[src/rtl/pulse_debounce_bank.sv]
// pulse_debounce_bank
//   Multi-channel button front end. Each channel passes its raw input through
//   a 2-flop synchroniser, then a debounce filter. The filter accepts a new
//   level only after it has been seen for DEBOUNCE_CYCLES consecutive cycles.
//   Each debounced press produces a one-cycle pulse. Channels do not interact.
//
//   Optional feature, macro AUTO_REPEAT_EN: while a channel stays pressed it
//   emits extra pulses. The first extra pulse comes REPEAT_DELAY cycles after
//   the press pulse, and later ones follow every REPEAT_PERIOD cycles. Without
//   the macro there is no repeat logic and each press gives exactly one pulse.
//
// Ports
//   clk        in   1  system clock
//   reset      in   1  synchronous, active-high reset
//   btn_in     in   N  raw asynchronous button inputs
//   level_out  out  N  debounced pressed level (1 = pressed)
//   pulse_out  out  N  one-cycle press pulse (plus repeats when enabled)
module pulse_debounce_bank #(
    parameter int N               = 4,
    parameter int DEBOUNCE_CYCLES = 4,
    parameter int ACTIVE_LOW      = 0,
    parameter int REPEAT_DELAY    = 8,
    parameter int REPEAT_PERIOD   = 3
) (
    input  logic         clk,
    input  logic         reset,
    input  logic [N-1:0] btn_in,
    output logic [N-1:0] level_out,
    output logic [N-1:0] pulse_out
);

    localparam int CW = $clog2(DEBOUNCE_CYCLES + 1);
    localparam logic [CW-1:0] CNT_LAST = CW'(DEBOUNCE_CYCLES - 1);

    // The polarity is corrected before the first flop, so every later stage
    // works with 1 = pressed.
    localparam logic [N-1:0] POLARITY = (ACTIVE_LOW != 0) ? {N{1'b1}} : {N{1'b0}};

    logic [N-1:0]  sync_a;
    logic [N-1:0]  sync_b;
    logic [N-1:0]  level;
    logic [N-1:0]  pulse;
    logic [CW-1:0] cnt [N];

    logic [N-1:0]  accept;
    logic [N-1:0]  press;
    logic [N-1:0]  release_edge;
    logic [N-1:0]  repeat_fire;

    // The mismatch has lasted long enough, so the level flips on this edge.
    always_comb begin
        accept       = '0;
        press        = '0;
        release_edge = '0;
        for (int i = 0; i < N; i++) begin
            accept[i]       = (sync_b[i] != level[i]) && (cnt[i] == CNT_LAST);
            press[i]        = accept[i] & sync_b[i];
            release_edge[i] = accept[i] & ~sync_b[i];
        end
    end

`ifdef AUTO_REPEAT_EN
    localparam int RMAX = (REPEAT_DELAY > REPEAT_PERIOD) ? REPEAT_DELAY : REPEAT_PERIOD;
    localparam int RW   = $clog2(RMAX + 1);
    localparam logic [RW-1:0] DELAY_LAST  = RW'(REPEAT_DELAY - 1);
    localparam logic [RW-1:0] PERIOD_LAST = RW'(REPEAT_PERIOD - 1);

    // rcnt holds the number of cycles since the last pulse on this channel,
    // minus one. rphase is 0 until the first repeat and 1 after it.
    logic [RW-1:0] rcnt [N];
    logic [N-1:0]  rphase;

    // A repeat fires only if the level stays high through this edge. A release
    // that lands on the same edge suppresses the repeat.
    always_comb begin
        repeat_fire = '0;
        for (int i = 0; i < N; i++) begin
            repeat_fire[i] = level[i] & ~release_edge[i] &
                             (rcnt[i] == (rphase[i] ? PERIOD_LAST : DELAY_LAST));
        end
    end

    always_ff @(posedge clk) begin
        if (reset) begin
            rphase <= '0;
            for (int i = 0; i < N; i++) rcnt[i] <= '0;
        end else begin
            for (int i = 0; i < N; i++) begin
                if (!level[i] || release_edge[i]) begin
                    rcnt[i]   <= '0;
                    rphase[i] <= 1'b0;
                end else if (repeat_fire[i]) begin
                    rcnt[i]   <= '0;
                    rphase[i] <= 1'b1;
                end else begin
                    rcnt[i]   <= rcnt[i] + 1'b1;
                end
            end
        end
    end
`else
    always_comb begin
        repeat_fire = '0;
    end
`endif

    always_ff @(posedge clk) begin
        if (reset) begin
            sync_a <= '0;
            sync_b <= '0;
            level  <= '0;
            pulse  <= '0;
            for (int i = 0; i < N; i++) cnt[i] <= '0;
        end else begin
            sync_a <= btn_in ^ POLARITY;
            sync_b <= sync_a;
            for (int i = 0; i < N; i++) begin
                if (sync_b[i] == level[i]) begin
                    cnt[i] <= '0;
                end else if (accept[i]) begin
                    level[i] <= sync_b[i];
                    cnt[i]   <= '0;
                end else begin
                    cnt[i]   <= cnt[i] + 1'b1;
                end
            end
            // The press pulse is registered on the same edge as the 0->1 level update.
            pulse <= press | repeat_fire;
        end
    end

    assign level_out = level;
    assign pulse_out = pulse;

endmodule

[config.mk]
export PLATFORM = sky130hd
export DESIGN_NAME = pulse_debounce_bank
export DESIGN_NICKNAME = d
export VERILOG_FILES = /design/src/rtl/pulse_debounce_bank.sv
export SDC_FILE = /design/constraint.sdc
export NUM_CORES = 1
export LEC_CHECK = 0
export CAP_MARGIN = 20
export CORE_ASPECT_RATIO = 0.9
export CORE_MARGIN = 3
export CORE_UTILIZATION = 48
export CTS_CLUSTER_DIAMETER = 50
export DETAILED_ROUTE_END_ITERATION = 10
export HOLD_SLACK_MARGIN = 0.15
export PLACE_DENSITY = 0.73
export SETUP_SLACK_MARGIN = 0.3
export SYNTH_ARGS = -nofsm -noshare
export SYNTH_HDL_FRONTEND = slang
export SYNTH_SLANG_ARGS = --single-unit
[constraint.sdc]
create_clock -name clk -period 1.3 [get_ports clk]
set_input_delay 0.325 -clock clk [delete_from_list [all_inputs] [get_ports clk]]
set_output_delay 0.325 -clock clk [all_outputs]
set_load 0.05 [all_outputs]
==> summary.md, run 1 <==
| Metric | Value |
|---|---|
| Run status | finished clean |
| Number of buffers added by the clock tree synthesis step | 3 |
| Top metal layer carrying routed signals | met3 |
| Number of global-route vias before repair | 708 |
| Total global-route track usage | 0.136 |
| Sequential-to-total area share from yosys stat | 0.592 |
| Yosys warns | 0 |
| Critical path launch point type | flop |
| Maximum number of pins on one net before global-route repair | 29 |
| Wire length of the first global-routing pass | 3130 um |
| Number of rows created at floorplan | 16 |
| DR iter-0 viols | 7 |
| Number of vias per cell | ~4.9 |
| Routability congestion estimate from global placement | 0.643 |
| Minimum setup slack after placement | -0.141 ns |
| Die outline width | 57.6 um |
| Data arrival time at the worst-slack endpoint | 1.42 ns |
| Number of distinct library cells after synthesis | 17 |
| Critical path, cell by cell | ha_2, ha_4, nor4_4 |
| Mapped Avg Cell Area | about 14 um^2 |
| Leakage power summed over all cells | approximately 0.00064 uW |
| Hold Path End | sync_b[3] |
| First-pass DRT Iterations | 3 |
| Final setup skew | 0.00475 ns |
| Clock latency at the later pin of the worst-skew pair | 0.31 ns |
| Core area | 2220 um^2 |
| Critical-path top delay cell | edfxtp_1 |
| Number of hold violations in the final report | 0 |
| Post-CTS clock slew at the launch and capture registers of the worst setup and hold paths | 0.14 ns |
| Number of setup violations in the final report | 0 |
| Total Die Area | 3020 um^2 |
| Post-route setup slack | 0.0388 ns |
| Power per cell area | 873 nW/um^2 |
| Cell area after technology mapping | 1150 um^2 |
| Synthesized netlist cell count | 80 |
| H-tree levels | 1 |
| Source of the worst register-to-register timing path | cnt[3][1] |
| Post-detailed-routing wire length | 1910 um |
| CP endpoint kind | flop |
| Maximum capacitance violations | 0 |
| Critical path type | reg -> reg |
| DRT met1 WL | 809 um |
| Worst ir drop on vdd | 0.893 mV |
| Vertical die dimension | 52.4 um |
| Largest fanout of any net on the critical path | 5 |
| Antenna-violating nets left | 0 |
| Share of cells above drive strength 1 | 0.496 |
| Clock tree sinks | 28 |
| Vias after detailed routing | 704 |
| Highest attainable clock frequency | 793 MHz |
| Detailed-placement wirelength estimate | 1190 um |
| Worst hold path stage count | 1 |
| Required time of the critical path | 1.46 ns |
| Met2 Wirelength | 1010 um |
| Max Transition Viols Final | 0 |
| #FFs+latches synth | 28 |
| Worst slew margin relative to its limit | 0.624 |
| Ports | 14 |
| Layout fillers | 123 |
| Final period util | 0.970 |
| Number of antenna violations at the first check in global routing | 0 |
| TritonCTS clock tree | yes |
| Slew at the pin closest to its max-slew limit | 0.560 ns |
| Time the final worst path needs with I/O delays and setup | 1.26 ns |
| R2r setup slk | 0.04 ns |
| Met3 Wirelength | approximately 96 um |
| Hold Path Class | reg -> reg |
| Buffers added on ports | 13 |
| Maximum buffer depth of the clock tree | 2 |
| Initial Util | 0.517 |
| Gr ovfl total | 0 |
| Maximum cell stage delay along the critical path | 0.42 ns |
| Critical Path Start | cnt[3][1] |
| Net count reported at finish | 132 |
| Endpoint of the worst-slack reg-to-reg timing path | cnt[3][2] |
| Unrepaired setup endpoints after global routing | yes |
| Worst hold slack | 0.468 ns |
| Detailed-route DRC error count | 0 |
| Min-Delay Startpoint | sync_a[3] |
| Number of antenna cells inserted | 0 |
| Wire per inst | 13.3 um |
| Reg2Reg Depth | 3 |
| Area growth from synthesis to final layout | 54.0% |
| Root cell of the clock tree | clkbuf_4 |
flip-flops by register name, summed over array words and instances, names as in the netlist:
register,flops
pulse_out,4
sync_a,4
sync_b,4
level_out,4
cnt,12
per-layer routing:
| layer | vias up | GRT usage |
|---|---|---|
| li1 | 353 | - |
| met1 | 337 | 0.165 |
| met2 | 14 | 0.244 |
| met3 | 0 | 0.0369 |
| met4 | 0 | 0.0232 |
| met5 | - | 0 |
cells in the mapped netlist, drive strengths merged:
library cell   n  area (um^2)
dfxtp         16          320
xnor2          4         35.0
nor4           8         62.6
nor4bb         2         20.0
and2b          4         30.0
nor2           4         15.0
mux2i          4         40.0
ha             8          100
nor2b          4         25.0
nor4b          4         60.1
edfxtp        12          360
and4bb         2         25.0
conb           1         3.75
inv            4         15.0
buf            3         37.5
stage by stage:
stage / TNS, ns / std cells / util / instance area (um^2) / total power (uW)
after CTS: 0 / 140 / 0.747 / 1660 / 1530
final: 0 / 144 / 0.797 / 1770 / 1550
after global placement: -1.14 / 130 / 0.671 / 1490 / 1100
after floorplan: 0 / 91 / - / 1260 / 1070
after global routing: -0.0361 / 144 / 0.797 / 1770 / 1620
after detailed placement: -1.60 / 130 / 0.671 / 1490 / 1100
report_power, final:
group / total [uW] / switching, uW / internal (uW)
registers: 955 / 16.4 / 939
clock network: 411 / 240 / 171
logic: 179 / 84.4 / 95.0
worst max-delay path, delay by kind of cell (launching register included):
| family | cells | cell delay (ns) |
|---|---|---|
| adders and majority gates | 2 | 0.40 |
| DFF | 1 | 0.42 |
| and+or+nand+nor | 1 | 0.27 |
placed cells by master (no fill, tap or decap):
master           synthesis  final
and2b_1                  4      4
and4bb_2                 2      2
buf_12                   0      9
buf_4                    0     11
clkbuf_4                 0      3
clkbuf_8                 0      1
clkdlybuf4s50_1          0      5
conb_1                   1     12
dfxtp_1                 16      8
dfxtp_2                  0      4
dfxtp_4                  0      4
edfxtp_1                12     12
ha_2                     0      4
ha_4                     0      4
inv_1                    4      4
mux2i_1                  4      4
nor2_1                   4      4
nor2b_1                  4      4
nor4_2                   2      3
nor4_4                   0      5
nor4b_4                  0      4
nor4bb_1                 2      1
nor4bb_4                 0      1
xnor2_1                  4      1
xnor2_2                  0      3
cells by family (layout without fill, tap and decap cells):
| group | Yosys count | in the layout | synth area share |
|---|---|---|---|
| adders and majority gates | 8 | 8 | 0.0871 |
| other | 1 | 12 | 0.00326 |
| and+or+nand+nor | 28 | 28 | 0.207 |
| DFF | 28 | 28 | 0.592 |
| muxes | 4 | 4 | 0.0348 |
| buffers and inverters | 7 | 33 | 0.0457 |
| xor gates and xnor gates | 4 | 4 | 0.0305 |
timing repair:
action | in CTS | in global routing
gates resized for setup | 17 | 11
setup endpoints to repair | 28 | 30
hold buffers | 0 | 0
pin swaps | 13 | 4
setup buffers | 6 | 4
area by class of cell:
cell class / count / area (um^2) / share of cell area
flip-flops and latches: 28 / 701 / 0.396
multi-input cells: 56 / 672 / 0.380
repair buffers: 25 / 313 / 0.177
clock buffers: 4 / 36.3 / 0.0205
well taps: 27 / 33.8 / 0.0191
inverters: 4 / 15.0 / 0.00848
worst max-delay path by stage:
stage                      to  slack [ns]
floorplan           cnt[0][2]        0.12
global placement    cnt[2][2]       -0.10
detailed placement  cnt[2][2]       -0.14
CTS                 cnt[3][1]        0.04
global route        cnt[3][2]       -0.02
finish              cnt[3][2]        0.04
Power figures use the tool's default switching activity.
==> inputs of run 2 (changes only) <==
CTS_CLUSTER_SIZE = 24   (was not set)
==> results of run 2 <==
Final layout, timing and power as in run 1 (identical DEF).
